===== config.mk =====
export PLATFORM = sky130hd
export DESIGN_NAME = ex_operand_stage
export DESIGN_NICKNAME = d
export VERILOG_FILES = /design/src/rtl/ex_operand_stage.sv
export SDC_FILE = /design/constraint.sdc
export NUM_CORES = 1
export LEC_CHECK = 0
export ABC_CLOCK_PERIOD_IN_PS = 6600
export CAP_MARGIN = 15
export CORE_UTILIZATION = 30
export CTS_CLUSTER_SIZE = 24
export DETAILED_ROUTE_END_ITERATION = 10
export PLACE_DENSITY = 0.67
export SLEW_MARGIN = 20
export SYNTH_ARGS = -nofsm -noshare
export SYNTH_HDL_FRONTEND = slang
export SYNTH_SLANG_ARGS = --single-unit

===== constraint.sdc =====
create_clock -name clk -period 6.6 [get_ports clk]
set_input_delay 0.66 -clock clk [delete_from_list [all_inputs] [get_ports clk]]
set_output_delay 0.66 -clock clk [all_outputs]
set_load 0.05 [all_outputs]

===== src/rtl/ex_operand_stage.sv =====
// ID/EX pipeline register with MEM/WB forwarding, load-use bubble insertion and ALU operand select.
// One cycle ID->EX; operands are combinational from EX registers and forwarding inputs; id_ready drops on load-use or ex_stall.
module ex_operand_stage #(
    parameter int XLEN = 32
) (
    input  logic            clk,
    input  logic            rst,
    input  logic            id_valid,
    output logic            id_ready,
    input  logic [XLEN-1:0] id_pc,
    input  logic [4:0]      id_rs1_idx,
    input  logic [4:0]      id_rs2_idx,
    input  logic            id_rs1_used,
    input  logic            id_rs2_used,
    input  logic [XLEN-1:0] id_rs1_data,
    input  logic [XLEN-1:0] id_rs2_data,
    input  logic [XLEN-1:0] id_imm,
    input  logic            id_a_sel_pc,
    input  logic            id_b_sel_imm,
    input  logic [4:0]      id_alu_op,
    input  logic [4:0]      id_rd_idx,
    input  logic            id_reg_we,
    input  logic            id_mem_read,
    input  logic            flush,
    input  logic            ex_stall,
    input  logic [4:0]      mem_rd_idx,
    input  logic            mem_reg_we,
    input  logic [XLEN-1:0] mem_fwd_data,
    input  logic [4:0]      wb_rd_idx,
    input  logic            wb_reg_we,
    input  logic [XLEN-1:0] wb_data,
    output logic            ex_valid,
    output logic [XLEN-1:0] alu_a,
    output logic [XLEN-1:0] alu_b,
    output logic [4:0]      alu_op,
    output logic [XLEN-1:0] ex_store_data,
    output logic [XLEN-1:0] ex_pc,
    output logic [4:0]      ex_rd_idx,
    output logic            ex_reg_we,
    output logic            ex_mem_read
);

    localparam logic [4:0] ALU_ADD = 5'd0;

    logic            valid_q,     valid_d;
    logic [XLEN-1:0] pc_q,        pc_d;
    logic [4:0]      rs1_idx_q,   rs1_idx_d;
    logic [4:0]      rs2_idx_q,   rs2_idx_d;
    logic [XLEN-1:0] rs1_data_q,  rs1_data_d;
    logic [XLEN-1:0] rs2_data_q,  rs2_data_d;
    logic [XLEN-1:0] imm_q,       imm_d;
    logic            a_sel_pc_q,  a_sel_pc_d;
    logic            b_sel_imm_q, b_sel_imm_d;
    logic [4:0]      alu_op_q,    alu_op_d;
    logic [4:0]      rd_idx_q,    rd_idx_d;
    logic            reg_we_q,    reg_we_d;
    logic            mem_read_q,  mem_read_d;

    logic            hz;
    logic            rs1_hit;
    logic            rs2_hit;
    logic            bubble;
    logic [XLEN-1:0] cap_rs1;
    logic [XLEN-1:0] cap_rs2;
    logic [XLEN-1:0] fwd_rs1;
    logic [XLEN-1:0] fwd_rs2;

    // Load-use: the load in EX has no data yet, so the dependent instruction must wait one cycle in ID.
    always_comb begin
        rs1_hit  = id_rs1_used && (id_rs1_idx == rd_idx_q);
        rs2_hit  = id_rs2_used && (id_rs2_idx == rd_idx_q);
        hz       = ex_mem_read && (rd_idx_q != 5'd0) && id_valid && (rs1_hit || rs2_hit);
        id_ready = !ex_stall && !hz;
        bubble   = flush || hz || !id_valid;
    end

    // The register file writes and reads in the same cycle, so WB data must be taken over stale read data.
    always_comb begin
        cap_rs1 = id_rs1_data;
        cap_rs2 = id_rs2_data;
        if (wb_reg_we && (wb_rd_idx != 5'd0) && (wb_rd_idx == id_rs1_idx)) begin
            cap_rs1 = wb_data;
        end
        if (wb_reg_we && (wb_rd_idx != 5'd0) && (wb_rd_idx == id_rs2_idx)) begin
            cap_rs2 = wb_data;
        end
    end

    always_comb begin
        valid_d     = valid_q;
        pc_d        = pc_q;
        rs1_idx_d   = rs1_idx_q;
        rs2_idx_d   = rs2_idx_q;
        rs1_data_d  = rs1_data_q;
        rs2_data_d  = rs2_data_q;
        imm_d       = imm_q;
        a_sel_pc_d  = a_sel_pc_q;
        b_sel_imm_d = b_sel_imm_q;
        alu_op_d    = alu_op_q;
        rd_idx_d    = rd_idx_q;
        reg_we_d    = reg_we_q;
        mem_read_d  = mem_read_q;
        if (!ex_stall) begin
            if (bubble) begin
                valid_d     = 1'b0;
                pc_d        = '0;
                rs1_idx_d   = '0;
                rs2_idx_d   = '0;
                rs1_data_d  = '0;
                rs2_data_d  = '0;
                imm_d       = '0;
                a_sel_pc_d  = 1'b0;
                b_sel_imm_d = 1'b0;
                alu_op_d    = ALU_ADD;
                rd_idx_d    = '0;
                reg_we_d    = 1'b0;
                mem_read_d  = 1'b0;
            end else begin
                valid_d     = 1'b1;
                pc_d        = id_pc;
                rs1_idx_d   = id_rs1_idx;
                rs2_idx_d   = id_rs2_idx;
                rs1_data_d  = cap_rs1;
                rs2_data_d  = cap_rs2;
                imm_d       = id_imm;
                a_sel_pc_d  = id_a_sel_pc;
                b_sel_imm_d = id_b_sel_imm;
                alu_op_d    = id_alu_op;
                rd_idx_d    = id_rd_idx;
                reg_we_d    = id_reg_we;
                mem_read_d  = id_mem_read;
            end
        end
    end

    always_ff @(posedge clk or posedge rst) begin
        if (rst) begin
            valid_q     <= 1'b0;
            pc_q        <= '0;
            rs1_idx_q   <= '0;
            rs2_idx_q   <= '0;
            rs1_data_q  <= '0;
            rs2_data_q  <= '0;
            imm_q       <= '0;
            a_sel_pc_q  <= 1'b0;
            b_sel_imm_q <= 1'b0;
            alu_op_q    <= ALU_ADD;
            rd_idx_q    <= '0;
            reg_we_q    <= 1'b0;
            mem_read_q  <= 1'b0;
        end else begin
            valid_q     <= valid_d;
            pc_q        <= pc_d;
            rs1_idx_q   <= rs1_idx_d;
            rs2_idx_q   <= rs2_idx_d;
            rs1_data_q  <= rs1_data_d;
            rs2_data_q  <= rs2_data_d;
            imm_q       <= imm_d;
            a_sel_pc_q  <= a_sel_pc_d;
            b_sel_imm_q <= b_sel_imm_d;
            alu_op_q    <= alu_op_d;
            rd_idx_q    <= rd_idx_d;
            reg_we_q    <= reg_we_d;
            mem_read_q  <= mem_read_d;
        end
    end

    // MEM is younger than WB, so it wins; x0 is never a forwarding target.
    always_comb begin
        fwd_rs1 = rs1_data_q;
        if (mem_reg_we && (mem_rd_idx != 5'd0) && (mem_rd_idx == rs1_idx_q)) begin
            fwd_rs1 = mem_fwd_data;
        end else if (wb_reg_we && (wb_rd_idx != 5'd0) && (wb_rd_idx == rs1_idx_q)) begin
            fwd_rs1 = wb_data;
        end
        fwd_rs2 = rs2_data_q;
        if (mem_reg_we && (mem_rd_idx != 5'd0) && (mem_rd_idx == rs2_idx_q)) begin
            fwd_rs2 = mem_fwd_data;
        end else if (wb_reg_we && (wb_rd_idx != 5'd0) && (wb_rd_idx == rs2_idx_q)) begin
            fwd_rs2 = wb_data;
        end
    end

    always_comb begin
        ex_valid      = valid_q;
        alu_a         = a_sel_pc_q ? pc_q : fwd_rs1;
        alu_b         = b_sel_imm_q ? imm_q : fwd_rs2;
        alu_op        = alu_op_q;
        ex_store_data = fwd_rs2;
        ex_pc         = pc_q;
        ex_rd_idx     = rd_idx_q;
        ex_reg_we     = valid_q && reg_we_q;
        ex_mem_read   = valid_q && mem_read_q;
    end

endmodule


==> impl_metrics.yaml <==
run_status:
  status: "finished clean"
flow_run:
  max_cap_violations: 0
floorplanning:
  ios: 377
  fp.dieH_um: 178
  fp.coreArea_mm2: 0.0300
  fp.dieW_um: 178
  dieArea_mm2: 0.0316
  fp-row-count: 63
  start_util: 0.309
setup_path:
  worstPathArrival_ns: 4.26
  path_max_fanout: 72
  worstPathRequired_ns: 5.94
  crit_chain: "clkdlybuf4s50_1 > or4_1 > o21a_1 > nand3_4 > buf_4 > nor3_1 > a221oi_1 > clkdlybuf4s50_1"
  crit_start: "mem_rd_idx[1]"
  path_class: "in2out"
  rr_startpoint: "ex_rd_idx[0]"
  reg2reg_depth: 6
  end_kind: "output port"
  cp_common_cell: "clkdlybuf4s50_1"
  slowest_stage: "clkdlybuf4s50_1"
  cp-start-kind: "primary input"
  r2r_slack_ns: 3.38
  cp_slowest_stage_delay_ns: 0.87
grt:
  grt_pass1_wl_um: 53500
  first_global_vias: 9160
  grt-ovfl-total: 0
  grt_max_degree: 94
  grt_use_total: 0.222
  antenna_found_initial: 1
synth:
  syn_inst: 976
  synth_flop_cell: "dfrtp_1"
  synth_mux_area_frac: 0.138
  synthAdderAreaFrac: 0
  syn-num-nets: 1211
  ys_seq_area_frac: 0.413
  syn_area_mm2: 0.00927
  synth_top_family_by_area: "compound AO/OA/AOI/OAI gates"
  yosys.area_share.simple: 0.136
  synth_cell_types: 33
  yosysTopAreaCell: "dfrtp_1"
  syn_avg_cell_area_um2: 9.49
  yosys-top-cells-count: "153 x dfrtp_1, 128 x mux2i_1, 88 x a22o_1, 88 x nor2b_1, 68 x nand2_1"
  yosys.cell_count.top_type: "dfrtp_1"
  synthTopCellsByArea: "dfrtp_1 41%, mux2i_1 14%, a22o_1 8.3%, nor2b_1 5.9%, a21oi_1 3.5%"
  synth_warnings: 0
  synth_compound_gate_area_share: 0.213
  yosysTopAreaCellShare: 0.413
  ys_seq_elements: 153
  async_reset_ff_frac: 1.00
  synth_edf_count: 0
  synth_xor_area_frac: 0.0378
place:
  pre_cts_ws_ns: 1.75
  dp_hpwl_um: 24700
  place_congestion: 0.863
  numPortBuffers: 376
power:
  intPower_w: 0.00185
  switching_power_w: 0.00103
  p_sw_frac: 0.357
  pwr_density_cell_mw_per_mm2: 208
  combPwrFrac: 0.322
  power.leakage_nw: 5.30
  pwr-share-clk: 0.319
  seqPwrFrac: 0.359
  peakVddDrop_mv: 0.135
timing:
  slew_headroom: 0.274
  skew_ns: 0.0154
  fmax_mhz: 203
  maxSlewViolCount: 0
  timing.final.crit_share: 0.746
  finalSetupTns_ns: 0
  finalHoldViolCount: 0
  worstMarginPinSlew_ns: 1.09
  setup_viol: 0
  rsz0062_at_grt: "false"
  fin_crit_ns: 4.92
  setup_ws_ns: 1.68
cts:
  post_cts_resized: 0
  htree_levels: 4
  cts_tree: "yes"
  cts_setup_buffers: 0
  cts_hold_buf: 0
  clockBufferDepth: 2
  root_buffer: "clkbuf_16"
  clock_latency_ns: 0.42
  numCtsBuffers: 17
  clock_sinks: 153
  clk_pin_slew_worst_paths_ns: 0.06
detailed_routing:
  drc: 0
  vias_per_cell: 5.26
  first_iter_violations: 554
  met1Wirelength_um: 15300
  post_drt_wl_per_cell_um: 20.7
  top_layer_used: "met4"
  antenna_left: 0
  wl_met3_um: 2510
  drt_first_pass_iters: 5
  wl_met2_um: 16800
  dr_total_vias: 8974
  totalWireLength_um: 35200
worst_hold_path:
  hold_depth: 2
  min-delay-start: "rs2_data_q[13]"
  hold_class: "reg2reg"
cells_and_area:
  fin_nets: 1536
  syn_to_final_growth_pct: 49.2
  layout-drive-gt1-share: 0.0487
==> cells by family (layout without fill, tap and decap cells) <==
kind of cell              after synthesis  in the layout
DFF                                   153            153
muxes                                 128            128
xor gates and xnor gates               40             40
and+or+nand+nor                       242            242
AOI/OAI and AO/OA                     289            289
buffers and inverters                 124            462
other                                   0              1
==> metrics by stage <==
| stage | util | hold WS (ns) | instances | total power (W) | instance area, um2 |
|---|---|---|---|---|---|
| 4_1_cts | 0.460 | 0.493 | 1704 | 0.00291 | 13800 |
| 5_1_grt | 0.460 | 0.505 | 1704 | 0.00300 | 13800 |
| 3_3_place_gp | 0.443 | 0.471 | 1672 | 0.00197 | 13300 |
| 2_1_floorplan | - | 0.458 | 976 | 0.00158 | 9270 |
| 6_report | 0.460 | 0.489 | 1705 | 0.00288 | 13800 |
| 3_5_place_dp | 0.443 | 0.477 | 1672 | 0.00198 | 13300 |
==> worst max-delay path: cells and delay by family <==
kind / cells / cell delay (ns)
buffers and inverters: 3 / 1.74
and+or+nand+nor: 3 / 1.24
AOI/OAI and AO/OA: 2 / 0.56
==> power by group through the flow <==
stage               clock network (W)  logic [W]  registers (W)
CTS                          0.000945   0.000931        0.00103
floorplan                           0   0.000490        0.00109
finish                       0.000917   0.000926        0.00103
global placement                    0   0.000920        0.00105
detailed placement                  0   0.000928        0.00105
global route                 0.000982   0.000977        0.00104
==> cell usage in the layout (no fill, tap or decap), types with 17 or more instances in the layout <==
cell,netlist,final
inv_1,34,33
nand2_1,68,68
buf_4,7,19
nor2_1,34,34
xnor2_1,22,22
o21ai_1,64,64
o22ai_1,33,33
a22o_1,88,88
nor2b_1,88,88
clkdlybuf4s50_1,0,375
nor3_1,34,34
a221oi_1,32,32
a21oi_1,65,65
mux2i_1,128,128
clkbuf_16,0,17
xor2_1,18,18
dfrtp_1,153,152
==> final cells by class <==
cell class                      instances  area [um2]
Antenna cell                            1        2.50
Clock buffer                           20         437
Clock inverter                         12        95.1
Fill cell                            2890       16200
Inverter                               35         136
Multi-Input combinational cell        699        4930
Sequential cell                       153        3830
Tap cell                              390         488
Timing Repair Buffer                  395        3910
==> final timing paths <==
check	to
setup / recovery	alu_b[15]
min in group asynchronous	rs1_data_q[8]
max in group asynchronous	imm_q[10]
hold / removal	rs2_data_q[13]
hold reg to reg	rs2_data_q[13]
setup reg to reg	ex_pc[10]
==> metal layers <==
| metal | up-vias | GRT usage |
|---|---|---|
| li1 | 4166 | - |
| met1 | 4405 | 0.283 |
| met2 | 367 | 0.373 |
| met3 | 36 | 0.0480 |
| met4 | 0 | 0.0648 |
| met5 | - | 0 |
==> registers in the layout (all words and copies together), names as in the netlist <==
| register | flops |
|---|---|
| ex_pc | 32 |
| imm_q | 32 |
| rs1_data_q | 32 |
| rs2_data_q | 32 |
| alu_op | 5 |
| ex_rd_idx | 5 |
| rs1_idx_q | 5 |
| rs2_idx_q | 5 |
| a_sel_pc_q | 1 |
| b_sel_imm_q | 1 |
| ex_valid | 1 |
| mem_read_q | 1 |
| reg_we_q | 1 |
Note: power is estimated with default switching activity, not from simulation.
